===== config.mk =====
export PLATFORM = sky130hd
export DESIGN_NAME = posit_encoder
export DESIGN_NICKNAME = d
export VERILOG_FILES = /design/src/rtl/posit_pkg.sv /design/src/rtl/posit_round_rne.sv /design/src/rtl/posit_encoder.sv
export SDC_FILE = /design/constraint.sdc
export NUM_CORES = 1
export LEC_CHECK = 0
export BUFFER_PORTS_ARGS = -buffer_cell sky130_fd_sc_hd__buf_2
export CAP_MARGIN = 10
export CORE_MARGIN = 2
export CORE_UTILIZATION = 50
export CTS_BUF_LIST = sky130_fd_sc_hd__clkbuf_8
export CTS_CLUSTER_DIAMETER = 40
export DETAILED_ROUTE_END_ITERATION = 7
export PLACE_DENSITY = 0.74
export SLEW_MARGIN = 20
export SYNTH_ARGS = -nofsm -noshare
export SYNTH_HDL_FRONTEND = slang
export SYNTH_SLANG_ARGS = --single-unit

===== constraint.sdc =====
create_clock -name clk -period 3.8 [get_ports clk]
set_clock_uncertainty 0.05 [all_clocks]
set_input_delay 0 -clock clk [delete_from_list [all_inputs] [get_ports clk]]
set_output_delay 0 -clock clk [all_outputs]
set_load 0.005 [all_outputs]

===== src/rtl/posit_pkg.sv =====
// Shared types and constants for the posit encoder.
package posit_pkg;

  localparam int unsigned POSIT_N  = 32;
  localparam int unsigned POSIT_ES = 4;
  localparam int unsigned POSIT_SW = 10;
  localparam int unsigned POSIT_FW = 32;
  localparam int unsigned PW_MAX   = 64;

  typedef enum logic [1:0] {
    ST_IDLE  = 2'd0,
    ST_PACK  = 2'd1,
    ST_ROUND = 2'd2,
    ST_OUT   = 2'd3
  } state_e;

  // NaR: sign bit alone.
  function automatic logic [PW_MAX-1:0] posit_nar(input int unsigned n);
    return PW_MAX'(1) << (n - 1);
  endfunction

  // Largest positive posit: all ones below the sign bit.
  function automatic logic [PW_MAX-1:0] posit_maxpos(input int unsigned n);
    return (PW_MAX'(1) << (n - 1)) - PW_MAX'(1);
  endfunction

  // Smallest positive posit.
  function automatic logic [PW_MAX-1:0] posit_minpos(input int unsigned n);
    if (n == 0) return '0;
    return PW_MAX'(1);
  endfunction

  // Largest representable |scale|: (n-2)*2^es.
  function automatic int posit_scale_lim(input int unsigned n, input int unsigned es);
    return int'((n - 2) << es);
  endfunction

endpackage


===== src/rtl/posit_round_rne.sv =====
// Rounds a posit body, clamps carry/zero, and applies sign negation.
// POSIT_ENC_ROUND_EN selects round-to-nearest-even; otherwise truncation.
module posit_round_rne
  import posit_pkg::*;
#(
  parameter int unsigned N = POSIT_N
) (
  input  logic [N-2:0] body,
  input  logic         guard,
  input  logic         sticky,
  input  logic         sign,
  output logic [N-1:0] word_c
);

  localparam logic [N-1:0] MAXPOS_W = N'(posit_maxpos(N));
  localparam logic [N-1:0] MINPOS_W = N'(posit_minpos(N));

  logic         inc_c;
  logic [N-1:0] sum_c;
  logic [N-1:0] mag_c;

`ifdef POSIT_ENC_ROUND_EN
  assign inc_c = guard & (sticky | body[0]);
`else
  logic unused_rnd_c;
  assign inc_c        = 1'b0;
  assign unused_rnd_c = guard ^ sticky;
`endif

  // Increment, keep nonzero values off 0/NaR, then negate if needed.
  always_comb begin
    sum_c = {1'b0, body} + N'(inc_c);
    mag_c = sum_c;
    if (sum_c[N-1]) begin
      mag_c = MAXPOS_W;
    end else if (sum_c == '0) begin
      mag_c = MINPOS_W;
    end
    word_c = sign ? (~mag_c + N'(1)) : mag_c;
  end

endmodule


===== src/rtl/posit_encoder.sv =====
// Packs sign/scale/fraction into an N-bit posit with saturation and rounding.
// Optional macro: POSIT_ENC_ROUND_EN (round-to-nearest-even; truncation if undefined).
module posit_encoder
  import posit_pkg::*;
#(
  parameter int unsigned N  = POSIT_N,
  parameter int unsigned ES = POSIT_ES,
  parameter int unsigned SW = POSIT_SW,
  parameter int unsigned FW = POSIT_FW
) (
  input  logic                 clk,
  input  logic                 reset_n,
  input  logic                 in_valid,
  output logic                 in_ready,
  input  logic                 in_sign,
  input  logic                 in_zero,
  input  logic                 in_nar,
  input  logic signed [SW-1:0] in_scale,
  input  logic [FW-1:0]        in_frac,
  output logic                 out_valid,
  input  logic                 out_ready,
  output logic [N-1:0]         out_posit,
  output logic [15:0]          sat_cnt
);

  localparam int unsigned EW        = N + 1 + ES + FW;
  localparam int          SCALE_LIM = posit_scale_lim(N, ES);
  localparam logic [N-1:0] NAR_W    = N'(posit_nar(N));
  localparam logic [N-1:0] MAXPOS_W = N'(posit_maxpos(N));
  localparam logic [N-1:0] MINPOS_W = N'(posit_minpos(N));

  state_e                state_q, state_d;
  logic                  sign_q, sign_d;
  logic                  zero_q, zero_d;
  logic                  nar_q, nar_d;
  logic signed [SW-1:0]  scale_q, scale_d;
  logic [FW-1:0]         frac_q, frac_d;
  logic [N-2:0]          body_q, body_d;
  logic                  guard_q, guard_d;
  logic                  sticky_q, sticky_d;
  logic [15:0]           sat_cnt_q, sat_cnt_d;
  logic [N-1:0]          out_posit_q, out_posit_d;
  logic                  out_valid_q, out_valid_d;
  logic                  in_ready_q, in_ready_d;

  logic signed [SW-1:0]  k_c;
  logic [ES-1:0]         e_c;
  logic                  fill_c;
  int                    nfill_c;
  logic [7:0]            sh_c;
  logic [EW-1:0]         ext_raw_c;
  logic [EW-1:0]         ext_sh_c;
  logic [N-2:0]          body_c;
  logic                  guard_c;
  logic                  sticky_c;
  logic                  sat_hi_c;
  logic                  sat_lo_c;
  logic [N-1:0]          rnd_word_c;

  // Regime/exponent/fraction string built from the captured scale.
  always_comb begin
    k_c       = scale_q >>> ES;
    e_c       = scale_q[ES-1:0];
    fill_c    = ~k_c[SW-1];
    nfill_c   = fill_c ? (int'(k_c) + 1) : -int'(k_c);
    sh_c      = 8'(int'(N) - nfill_c);
    ext_raw_c = {{N{fill_c}}, ~fill_c, e_c, frac_q};
    ext_sh_c  = ext_raw_c << sh_c;
    body_c    = ext_sh_c[EW-1 -: N-1];
    guard_c   = ext_sh_c[EW-N];
    sticky_c  = |ext_sh_c[EW-N-1:0];
    sat_hi_c  = int'(scale_q) > SCALE_LIM;
    sat_lo_c  = int'(scale_q) < -SCALE_LIM;
  end

  posit_round_rne #(.N(N)) u_round (
    .body   (body_q),
    .guard  (guard_q),
    .sticky (sticky_q),
    .sign   (sign_q),
    .word_c (rnd_word_c)
  );

  // Next-state and datapath register updates.
  always_comb begin
    state_d     = state_q;
    sign_d      = sign_q;
    zero_d      = zero_q;
    nar_d       = nar_q;
    scale_d     = scale_q;
    frac_d      = frac_q;
    body_d      = body_q;
    guard_d     = guard_q;
    sticky_d    = sticky_q;
    sat_cnt_d   = sat_cnt_q;
    out_posit_d = out_posit_q;
    case (state_q)
      ST_IDLE: begin
        if (in_valid && in_ready_q) begin
          sign_d  = in_sign;
          zero_d  = in_zero;
          nar_d   = in_nar;
          scale_d = in_scale;
          frac_d  = in_frac;
          state_d = ST_PACK;
        end
      end
      ST_PACK: begin
        body_d   = body_c;
        guard_d  = guard_c;
        sticky_d = sticky_c;
        if (sat_hi_c || sat_lo_c) begin
          body_d   = sat_hi_c ? MAXPOS_W[N-2:0] : MINPOS_W[N-2:0];
          guard_d  = 1'b0;
          sticky_d = 1'b0;
          if (!nar_q && !zero_q && (sat_cnt_q != 16'hFFFF)) begin
            sat_cnt_d = sat_cnt_q + 16'd1;
          end
        end
        state_d = ST_ROUND;
      end
      ST_ROUND: begin
        if (nar_q) begin
          out_posit_d = NAR_W;
        end else if (zero_q) begin
          out_posit_d = '0;
        end else begin
          out_posit_d = rnd_word_c;
        end
        state_d = ST_OUT;
      end
      ST_OUT: begin
        if (out_ready) begin
          state_d = ST_IDLE;
        end
      end
      default: state_d = ST_IDLE;
    endcase
    in_ready_d  = (state_d == ST_IDLE);
    out_valid_d = (state_d == ST_OUT);
  end

  // State and datapath registers.
  always_ff @(posedge clk or negedge reset_n) begin
    if (!reset_n) begin
      state_q     <= ST_IDLE;
      sign_q      <= 1'b0;
      zero_q      <= 1'b0;
      nar_q       <= 1'b0;
      scale_q     <= '0;
      frac_q      <= '0;
      body_q      <= '0;
      guard_q     <= 1'b0;
      sticky_q    <= 1'b0;
      sat_cnt_q   <= '0;
      out_posit_q <= '0;
      out_valid_q <= 1'b0;
      in_ready_q  <= 1'b1;
    end else begin
      state_q     <= state_d;
      sign_q      <= sign_d;
      zero_q      <= zero_d;
      nar_q       <= nar_d;
      scale_q     <= scale_d;
      frac_q      <= frac_d;
      body_q      <= body_d;
      guard_q     <= guard_d;
      sticky_q    <= sticky_d;
      sat_cnt_q   <= sat_cnt_d;
      out_posit_q <= out_posit_d;
      out_valid_q <= out_valid_d;
      in_ready_q  <= in_ready_d;
    end
  end

  assign in_ready  = in_ready_q;
  assign out_valid = out_valid_q;
  assign out_posit = out_posit_q;
  assign sat_cnt   = sat_cnt_q;

endmodule

### Yosys cells after proc, flatten, opt, wreduce, memory -nomap -nowiden

Index checks and enable logic that the tools add are counted.

| operators by class | value |
|---|---|
| add/subtract/negate cells | 5 |
| $lt $le $gt $ge | 2 |
| eq/ne operators | 5 |
| shift-type cells | 1 |
| mux-type cells | 10 |
| bitwise gates (word level) | 2 |
| reductions and logical operators | 11 |

Operators by type and width:

| operator | count |
|---|---|
| $mux 32 | 3 |
| $mux 31 | 3 |
| $shl 69x8->69 | 1 |
| $add 32x1->32 const B | 1 |
| $logic_not 32->1 | 1 |
| $not 31->32 | 1 |
| $add 16x1->16 const B | 1 |
| $ne 16x16->1 const B | 1 |
| $gt 10x10->1 const B | 1 |
| $lt 10x10->1 const B | 1 |
| $mux 8 | 1 |
| $neg 6->8 | 1 |
| $pmux 2 s4 | 1 |
| $sub 7x8->8 const A | 1 |
| $add 6x2->7 const B | 1 |
| $eq 2x2->1 const B | 3 |
| $logic_not 2->1 | 2 |
| $mux 2 | 2 |
| $logic_and 1x1->1 | 3 |
| $reduce_and 3->1 | 1 |
| $eq 2x1->1 const B | 1 |
| $logic_not 1->1 | 2 |
| $reduce_and 2->1 | 1 |
| $logic_or 1x1->1 | 1 |
| $not 1->1 | 1 |

| storage, ports and cells | value |
|---|---|
| register bits | 128 |
| bits of input ports | 49 |
| output and inout port bits | 50 |

### Logic depth before layout (Yosys ltp)

Gate-level depths: netlist of run 1.

| logic depth | value |
|---|---|
| depth in word-level cells | 7 |
| mapped depth | 15 |
| gate-level depth less buffers | 13 |

### Hierarchy

Synthesis of run 1 repeated with hierarchy kept, for this count alone.

| unflattened totals | value |
|---|---|
| cell total of the unflattened synthesis | 1110 |
| area total of the unflattened synthesis | 10428.8 um2 |

Modules (own cells, without submodules):

| module | times used | cells an instance | area an instance (um2) | seq. area each (um2) |
|---|---|---|---|---|
| posit_encoder | 1 | 997 | 9582.9 | 3254.4 |
| posit_round_rne | 1 | 113 | 845.8 | 0.0 |

### Worst setup path before layout of run 1

OpenSTA, ideal clock, no wires.

| timing | value |
|---|---|
| path type | register to register |
| start | register scale_q[4] |
| end | register body_q[8] |
| setup time | 123 ps |
| arrival time | 3459 ps |
| path slack | 169 ps |
| stages on the path, launching flop included | 16 |
| path buffers | 5 |
| period minus slack after synthesis | 3631 ps |
| cells stage by stage | dfrtp_1 -> buf_4 -> xnor2_2 -> buf_6 -> buf_2 -> inv_1 -> ha_1 -> clkbuf_1 -> clkbuf_1 -> mux4_2 -> or2_2 -> o211ai_1 -> o21ai_0 -> mux2i_1 -> o21ai_0 -> o221a_2 |

| on the way | value |
|---|---|
| longest elaborated chain between the ends | 5 |

Ends and longest elaborated chain:

| item | line | source |
|---|---|---|
| start, declared | posit_encoder.sv:36 | `logic signed [SW-1:0] scale_q, scale_d;` |
| start signal, assigned | posit_encoder.sv:164 | `scale_q <= scale_d;` |
| $add 6x2->7 / $neg 6->8 (equally long branches) | posit_encoder.sv:65 | `nfill_c = fill_c ? (int'(k_c) + 1) : -int'(k_c);` |
| $mux 8 | posit_encoder.sv:65 |  |
| $sub 7x8->8 | posit_encoder.sv:66 | `sh_c = 8'(int'(N) - nfill_c);` |
| $shl 69x8->69 | posit_encoder.sv:68 | `ext_sh_c = ext_raw_c << sh_c;` |
| $mux 31 (*) | posit_encoder.sv:112 | `if (sat_hi_c \|\| sat_lo_c) begin` |
| end signal, assigned | posit_encoder.sv:166 | `body_q <= body_d;` |
| end, declared | posit_encoder.sv:38 | `logic [N-2:0] body_q, body_d;` |

Every way passes the cells marked *; elsewhere a longest branch is shown, timed or not.
A chain may end at the register's enable or synchronous reset.

### Worst setup path in the final report of run 1

| timing | value |
|---|---|
| start | register scale_q[4] |
| end | register body_q[21] |

The elaborated chain is that of the path after synthesis.

==> impl_metrics.toml, run 1 <==
[status]
status = "complete, no violations"

[routing]
drtPass1Iterations = 5
vias_per_cell = 6.09
drc = 0
num_vias = 7780
post_drt_wl_per_cell_um = 18.4
routed_wl_mm = 23.5
drtIter0Drc = 873
ant_nets = 0

[sta]
finalHoldViolations = 0
setup_ws_ns = 0.322
finalCritPeriodShare_pct = 91.5
setup_viol = 0
rsz0062_at_grt = "no"
tightest_slew_ns = 0.937
slew_headroom_pct = 37.6
maxSlewViolCount = 0
fin_tns_setup_ns = 0
fin_crit_ns = 3.48
clock.fmax_ghz = 0.288

[cts]
post_cts_buffers = 0
htree_levels = 4
cts_root_buffer = "clkbuf_8"
cts_buffers = 17
clkLatencyLatePin_ns = 0.46
cts_tree = "built"
cts.sinks = 128
clockBufferDepth = 2
clkTransAtPathRegs_ns = 0.09

[place]
postPlaceCellArea_um2 = 9580
gp_congestion = 0.949
dp_slack_ns = 0.426
post-dp-hpwl_mm = 17.0
port_buffers = 98

[synth]
synth_top_area_cell = "dfrtp_1"
synth.distinct_cells = 81
synth_area_um2 = 8880
synth_edf_count = 0
synth_top_area_share_pct = 35.8
ys.flop_type = "dfrtp_1"
syn-instance-count = 917
synth_seq_area_share_pct = 36.1
yosys-top-cells-area = "dfrtp_1 36%, mux4_2 8.1%, mux2i_1 6.5%"
yosys_warnings = 0
synth.ff_latch_count = 128
avgSynthCellArea_um2 = 9.68
ys_async_sr_fraction_pct = 100
syn-num-nets = 972

[global_route]
grt_start_max_net_pins = 75
track_usage_pct = 26.1
grt_pass1_wl_mm = 38.4
antenna_found_initial = 0
grt_pass1_vias = 7423
grtUsageMet2_pct = 42.0
grtUsageMet1_pct = 35.0
met3_usage_pct = 6.18
top_usage_layer = "met2"
gr-total-overflow = 0

[die]
ios = 99
die_x_um = 137
die_area_um2 = 18800
initial_core_util_pct = 51.2
rows = 48
die_h_um = 137
core-area_um2 = 17400

[critical_path]
cp.arrival_ns = 3.78
worst_path_largest_cell_delay_ns = 0.62
critical_path.cell_chain = "inv_1 > ha_1 > o32ai_1 > and3b_1 > xnor2_2 > buf_12 > mux2i_1 > o221ai_1 > o211a_1"
rrSetupSlack_ns = 0.32
path_buf_inv = 2
path_class = "register to register"
worst_setup_path_start_kind = "register"
critPathCaptureType = "register"
crit_fanout = 38
cp_slowest_cell = "o32ai_1"
reg2regPathDepth = 9
r2r-start = "scale_q[4]"
cp.required_ns = 4.10
crit_family = "compound AO/OA/AOI/OAI gates"
rr_endpoint = "body_q[21]"

[finish]
drive_above_1_share_pct = 24.6
antennaDiodeCount = 0
finish.instance_area_um2 = 10500
syn_to_final_growth_pct = 18.1
post-route-util_pct = 60.4
layout.nets = 1095

[hold_path]
hp-class = "primary input to asynchronous set/reset pin"

[flow_run]
drv_cap = 0
[layout by cell type, fill, tap and decap left out, types with 8 or more instances in the layout]
| cell type | count |
|---|---|
| o221ai_1 | 8 |
| buf_2 | 97 |
| mux4_2 | 32 |
| o21ai_0 | 85 |
| a31oi_1 | 13 |
| xnor2_1 | 20 |
| mux2_2 | 42 |
| dfrtp_1 | 127 |
| or3_1 | 10 |
| inv_1 | 11 |
| xor2_1 | 27 |
| nand3_1 | 25 |
| dlygate4sd3_1 | 47 |
| nor3_1 | 16 |
| nand2_1 | 112 |
| nand2b_1 | 17 |
| clkbuf_8 | 19 |
| mux2i_1 | 58 |
| nor2_1 | 41 |
| o31ai_1 | 10 |
| and3_1 | 13 |
| a21oi_1 | 41 |
| buf_4 | 27 |
[what timing repair did]
action | CTS | global route
resized for setup | 0 | 0
hold buffers | 47 | 0
hold endpoints to repair | 120 | 0
[sequential cells by signal (all words and copies together), names as in the netlist]
| register | flops |
|---|---|
| frac_q | 32 |
| out_posit | 32 |
| body_q | 31 |
| sat_cnt | 16 |
| scale_q | 10 |
| state_q | 2 |
| in_ready | 1 |
| nar_q | 1 |
| out_valid | 1 |
| sign_q | 1 |
| zero_q | 1 |
[through the flow]
| stage | hold slack (ns) | cells |
|---|---|---|
| after floorplan | -0.346 | 917 |
| after global placement | 0.140 | 1199 |
| after detailed placement | 0.153 | 1199 |
| after CTS | 0.184 | 1278 |
| after global routing | 0.219 | 1278 |
| final | 0.164 | 1278 |
[cells in the mapped netlist (6+ instances only)]
| cell | count |
|---|---|
| mux2i_1 | 58 |
| nand3_1 | 25 |
| a211oi_1 | 7 |
| buf_6 | 6 |
| buf_1 | 6 |
| nand2_1 | 112 |
| clkbuf_1 | 37 |
| or3_1 | 10 |
| dfrtp_1 | 127 |
| nor2b_1 | 7 |
| inv_1 | 11 |
| buf_4 | 6 |
| mux4_2 | 32 |
| nor3_1 | 17 |
| buf_2 | 15 |
| o21a_1 | 7 |
| mux2_2 | 42 |
| xnor2_1 | 20 |
| ha_1 | 6 |
| a31oi_1 | 13 |
| nor2_1 | 41 |
| o21ai_0 | 85 |
| a21oi_1 | 41 |
| o211a_1 | 7 |
| nand2b_1 | 17 |
| o221ai_1 | 8 |
| xor2_1 | 27 |
| and3_1 | 13 |
| o31ai_1 | 10 |
[per-layer routing]
metal | routed length, um | vias to the layer above
li1 | - | 3638
met1 | 10200 | 3789
met2 | 11200 | 304
met3 | 1570 | 49
met4 | 519 | 0
met5 | 0 | -
[worst max path at each step]
stage               startpoint          to  cells past startpoint
finish              scale_q[4]  body_q[21]                      9
global route        scale_q[4]  body_q[21]                      9
CTS                 scale_q[4]  body_q[21]                      9
detailed placement  scale_q[4]  body_q[21]                      9
global placement    scale_q[4]  body_q[21]                      9
floorplan           scale_q[4]   body_q[8]                     15
[cell families after synthesis]
| group | after synthesis | synth area share (%) |
|---|---|---|
| buffers and inverters | 84 | 4.52 |
| multiplexers | 133 | 20.1 |
| flip-flops | 128 | 36.1 |
| adder cells (fa/ha/maj) | 10 | 1.30 |
| XOR/XNOR | 51 | 5.50 |
| AO/OA/AOI/OAI | 240 | 17.8 |
| AND/OR/NAND/NOR | 271 | 14.7 |
[layout make-up]
class | instances | area (um^2)
sequential | 128 | 3200
fill | 1491 | 6870
multi-input combinational | 705 | 5290
clock buffer | 19 | 262
tap | 225 | 282
timing repair buffer | 174 | 1220
inverter | 14 | 52.6
clock inverter | 13 | 173
Power of run 1 is left out: the tool's default activity adds up to more than one toggle a clock period on the data nets, which glitch-free logic cannot reach.
==> inputs of run 2 (changes only) <==
--- a/config.mk
+++ b/config.mk
@@ -7,7 +7,7 @@
 export LEC_CHECK = 0
 export BUFFER_PORTS_ARGS = -buffer_cell sky130_fd_sc_hd__buf_2
 export CAP_MARGIN = 10
-export CORE_MARGIN = 2
+export CORE_MARGIN = 3
 export CORE_UTILIZATION = 50
 export CTS_BUF_LIST = sky130_fd_sc_hd__clkbuf_8
 export CTS_CLUSTER_DIAMETER = 40
==> impl_metrics.toml, run 2 (synthesized netlist as in run 1, its figures left out) <==
[finish]
syn_to_final_growth_pct = 17.5
final_common_cell = "dfrtp_1"
layout.nets = 1095
mostFrequentLayoutCells = "127 x dfrtp_1, 112 x nand2_1, 97 x buf_2, 85 x o21ai_0, 58 x mux2i_1"
antennaDiodeCount = 0
drive_above_1_share_pct = 24.6

[cts]
ctsResizeCount = 0
cts_buffers = 17
cts_tree = "built"
clkLatencyLatePin_ns = 0.48
cts_root_buffer = "clkbuf_8"
clockBufferDepth = 2
htree_levels = 4
cts.sinks = 128
clkTransAtPathRegs_ns = 0.10

[die]
die_x_um = 139
rows = 48
ios = 99
core-area_um2 = 17400
die_h_um = 139
initial_core_util_pct = 51.2
die_area_um2 = 19400

[routing]
drtPass1Iterations = 6
num_vias = 7734
vias_per_cell = 6.05
post_drt_wl_per_cell_um = 18.8
routed_wl_mm = 24.0
ant_nets = 0
drtIter0Drc = 787
drc = 0

[sta]
maxSlewViolCount = 0
setup_ws_ns = 0.386
setup_viol = 0
fin_tns_setup_ns = 0
clock.fmax_ghz = 0.293
rsz0062_at_grt = "no"
tightest_slew_ns = 0.924
fin_crit_ns = 3.41
finalCritPeriodShare_pct = 89.9
slew_headroom_pct = 38.1
finalHoldViolations = 0

[global_route]
grt_pass1_vias = 7419
grt_start_max_net_pins = 69
gr-total-overflow = 0
track_usage_pct = 24.8
antenna_found_initial = 0
grt_pass1_wl_mm = 39.1

[place]
post-dp-hpwl_mm = 17.0
gp_congestion = 0.990
dp_slack_ns = 0.476
port_buffers = 98

[critical_path]
cp.required_ns = 4.11
reg2regPathDepth = 12
crit_fanout = 29
critPathCaptureType = "register"
path_class = "register to register"
cp.arrival_ns = 3.72
rr_endpoint = "body_q[8]"
r2r-start = "scale_q[5]"
rrSetupSlack_ns = 0.39
worst_setup_path_start_kind = "register"

[status]
status = "complete, no violations"

[flow_run]
drv_cap = 0

[hold_path]
hp-class = "primary input to asynchronous set/reset pin"
[run 2: area by class of cell]
class | count | area, um^2
timing repair buffer | 174 | 1210
tap | 225 | 282
multi-input combinational | 705 | 5290
inverter | 14 | 52.6
fill | 1502 | 6920
clock inverter | 14 | 151
sequential | 128 | 3200
clock buffer | 18 | 248
[run 2: how the worst max path moves through the flow]
stage	start	end	slack, ns	depth (start not counted)
after floorplan	scale_q[4]	body_q[8]	0.17	15
after global placement	scale_q[4]	body_q[3]	0.55	11
after detailed placement	scale_q[5]	body_q[8]	0.48	12
after CTS	scale_q[5]	body_q[8]	0.46	12
after global routing	scale_q[5]	body_q[8]	0.21	12
final	scale_q[5]	body_q[8]	0.39	12
[run 2: worst max-delay path: stages, from the launching register on]
cell	delay (ns)
dfrtp_1	0.44
inv_1	0.13
ha_1	0.31
inv_1	0.09
ha_1	0.49
buf_12	0.24
mux4_2	0.33
or2_2	0.28
o211ai_1	0.08
o21ai_0	0.11
mux2i_1	0.31
o21ai_0	0.16
o221a_2	0.25
[run 2: per-stage QoR]
stage | hold WS [ns] | utilization, % | cells | area, um^2
2_1_floorplan | -0.346 | - | 917 | 8880
3_3_place_gp | 0.115 | 55.1 | 1199 | 9570
3_5_place_dp | 0.122 | 55.1 | 1199 | 9570
4_1_cts | 0.161 | 60.1 | 1278 | 10400
5_1_grt | 0.194 | 60.1 | 1278 | 10400
6_report | 0.135 | 60.1 | 1278 | 10400
[run 2: routing by layer]
metal	part of all wire (%)	track usage [%]	wire length, um
met1	44	33.9	10500
met2	47	40.4	11400
met3	6.6	4.16	1580
met4	2.2	8.08	522
met5	0	0	0
[run 2: repair_timing]
action                                 4_1_cts  5_1_grt
setup buffers                                0        0
endpoints found under the hold margin      114        0
hold buffers                                47        0
Power of run 2 is left out for the same reason.
==> inputs of run 3 (changes only) <==
==> constraint.sdc (replaced) <==
create_clock -name clk -period 3.1 [get_ports clk]
set_clock_uncertainty 0.05 [all_clocks]
set_input_delay 0 -clock clk [delete_from_list [all_inputs] [get_ports clk]]
set_output_delay 0 -clock clk [all_outputs]
set_load 0.005 [all_outputs]
==> impl_metrics.toml, run 3 (synthesized netlist as in run 1, its figures left out) <==
[sta]
setup_viol = 0
clock.fmax_ghz = 0.334
tightest_slew_ns = 0.877
rsz0062_at_grt = "yes"
finalHoldViolations = 0
finalCritPeriodShare_pct = 96.4
slew_headroom_pct = 41.5
fin_crit_ns = 2.99
maxSlewViolCount = 0

[critical_path]
worst_setup_path_start_kind = "register"
crit_fanout = 12
cp.arrival_ns = 3.30
reg2regPathDepth = 12
path_class = "register to register"
rrSetupSlack_ns = 0.11
worst_path_largest_cell_delay_ns = 0.37
cp.required_ns = 3.41
crit_family = "adder cells"
cp_common_cell = "inv_1"
cp_slowest_cell = "dfrtp_1"
r2r-start = "scale_q[4]"
critPathCaptureType = "register"
critical_path.cell_chain = "inv_1 > ha_1 > inv_1 > ha_4 > buf_12 > buf_4 > mux4_2 > a22oi_1 > nand3_1 > mux2i_1 > o221ai_1 > o21a_1"
path_buf_inv = 4
rr_endpoint = "body_q[26]"

[finish]
fillerInstances = 1396
syn_to_final_growth_pct = 26.3
finish.instance_area_um2 = 11200
antennaDiodeCount = 0
final_common_cell = "dfrtp_1"
mostFrequentLayoutCells = "124 x dfrtp_1, 112 x nand2_1, 97 x buf_2, 89 x buf_4, 83 x o21ai_0"
drive_above_1_share_pct = 30.7
layout.nets = 1169

[cts]
cts_tree = "built"
cts_buffers = 17
cts_root_buffer = "clkbuf_8"
clkLatencyLatePin_ns = 0.47
cts.sinks = 128
clkTransAtPathRegs_ns = 0.09
clockBufferDepth = 2
htree_levels = 4

[die]
initial_core_util_pct = 51.2
core-area_um2 = 17400
die_h_um = 139
die_area_um2 = 19400
die_x_um = 139
rows = 48
ios = 99

[status]
violations = "design-rule violations"
status = "finished with violations"

[global_route]
antenna_found_initial = 0
track_usage_pct = 26.2
grt_pass1_vias = 7772
grt_pass1_wl_mm = 41.5
gr-total-overflow = 0
grt_start_max_net_pins = 67

[routing]
ant_nets = 0
num_vias = 8127
drtPass1Iterations = 8
routed_wl_mm = 25.6
drc = 2
drtIter0Drc = 745
vias_per_cell = 6.01
post_drt_wl_per_cell_um = 19.0

[place]
gp_congestion = 0.972
postPlaceCellArea_um2 = 10100
port_buffers = 98
post-dp-hpwl_mm = 18.8

[hold_path]
hold_end = "in_ready"
hp-class = "primary input to register"
whs_path_depth = 5
min-delay-start = "in_valid"

[flow_run]
drv_cap = 0
[run 3: area by class of cell]
class	count	area (um^2)	share of cell area, %
clock buffer	17	234	2.09
timing repair buffer	248	1880	16.7
sequential	128	3210	28.6
clock inverter	15	184	1.64
inverter	14	52.6	0.469
tap	225	282	2.51
multi-input combinational	705	5380	48.0
[run 3: worst min-delay path: stages]
cell and delay (ns):
buf_2 0.09, nand2_1 0.08, nor3_2 0.08, buf_12 0.17, nor2_1 0.13
[run 3: worst max path at each step]
stage	start	end	slack, ns	cells past startpoint
final	scale_q[4]	body_q[26]	0.11	12
after global routing	body_q[19]	out_posit[30]	-0.02	14
after CTS	scale_q[4]	body_q[25]	0.008	12
after detailed placement	scale_q[4]	body_q[10]	0.003	11
after global placement	scale_q[4]	body_q[11]	0.01	13
after floorplan	scale_q[4]	body_q[8]	0.007	15
[run 3: repair_timing]
action,CTS,global route
gates cloned,0,1
endpoints found under the setup margin,1,27
pin swaps,0,1
hold endpoints to repair,111,0
resized for setup,1,25
hold buffers,51,0
setup buffers,0,3
[run 3: per-layer routing]
layer	global-route usage [%]	routed length (um)	vias to the layer above
li1	-	-	3795
met3	3.85	1480	73
met4	10.2	872	0
met2	41.8	12100	335
met5	0	0	-
met1	36.3	11200	3924
[run 3: through the flow]
| stage | std cells | setup TNS, ns | utilization [%] | setup slack (ns) | hold WS (ns) |
|---|---|---|---|---|---|
| 6_report | 1352 | 0 | 64.6 | 0.110 | 0.0915 |
| 5_1_grt | 1352 | -0.0240 | 64.6 | -0.0167 | 0.145 |
| 4_1_cts | 1348 | 0 | 63.8 | 0.00789 | 0.116 |
| 3_5_place_dp | 1265 | 0 | 58.4 | 0.00264 | 0.120 |
| 3_3_place_gp | 1265 | 0 | 58.4 | 0.0122 | 0.111 |
| 2_1_floorplan | 917 | 0 | - | 0.00653 | -0.346 |
Power of run 3 is left out for the same reason.
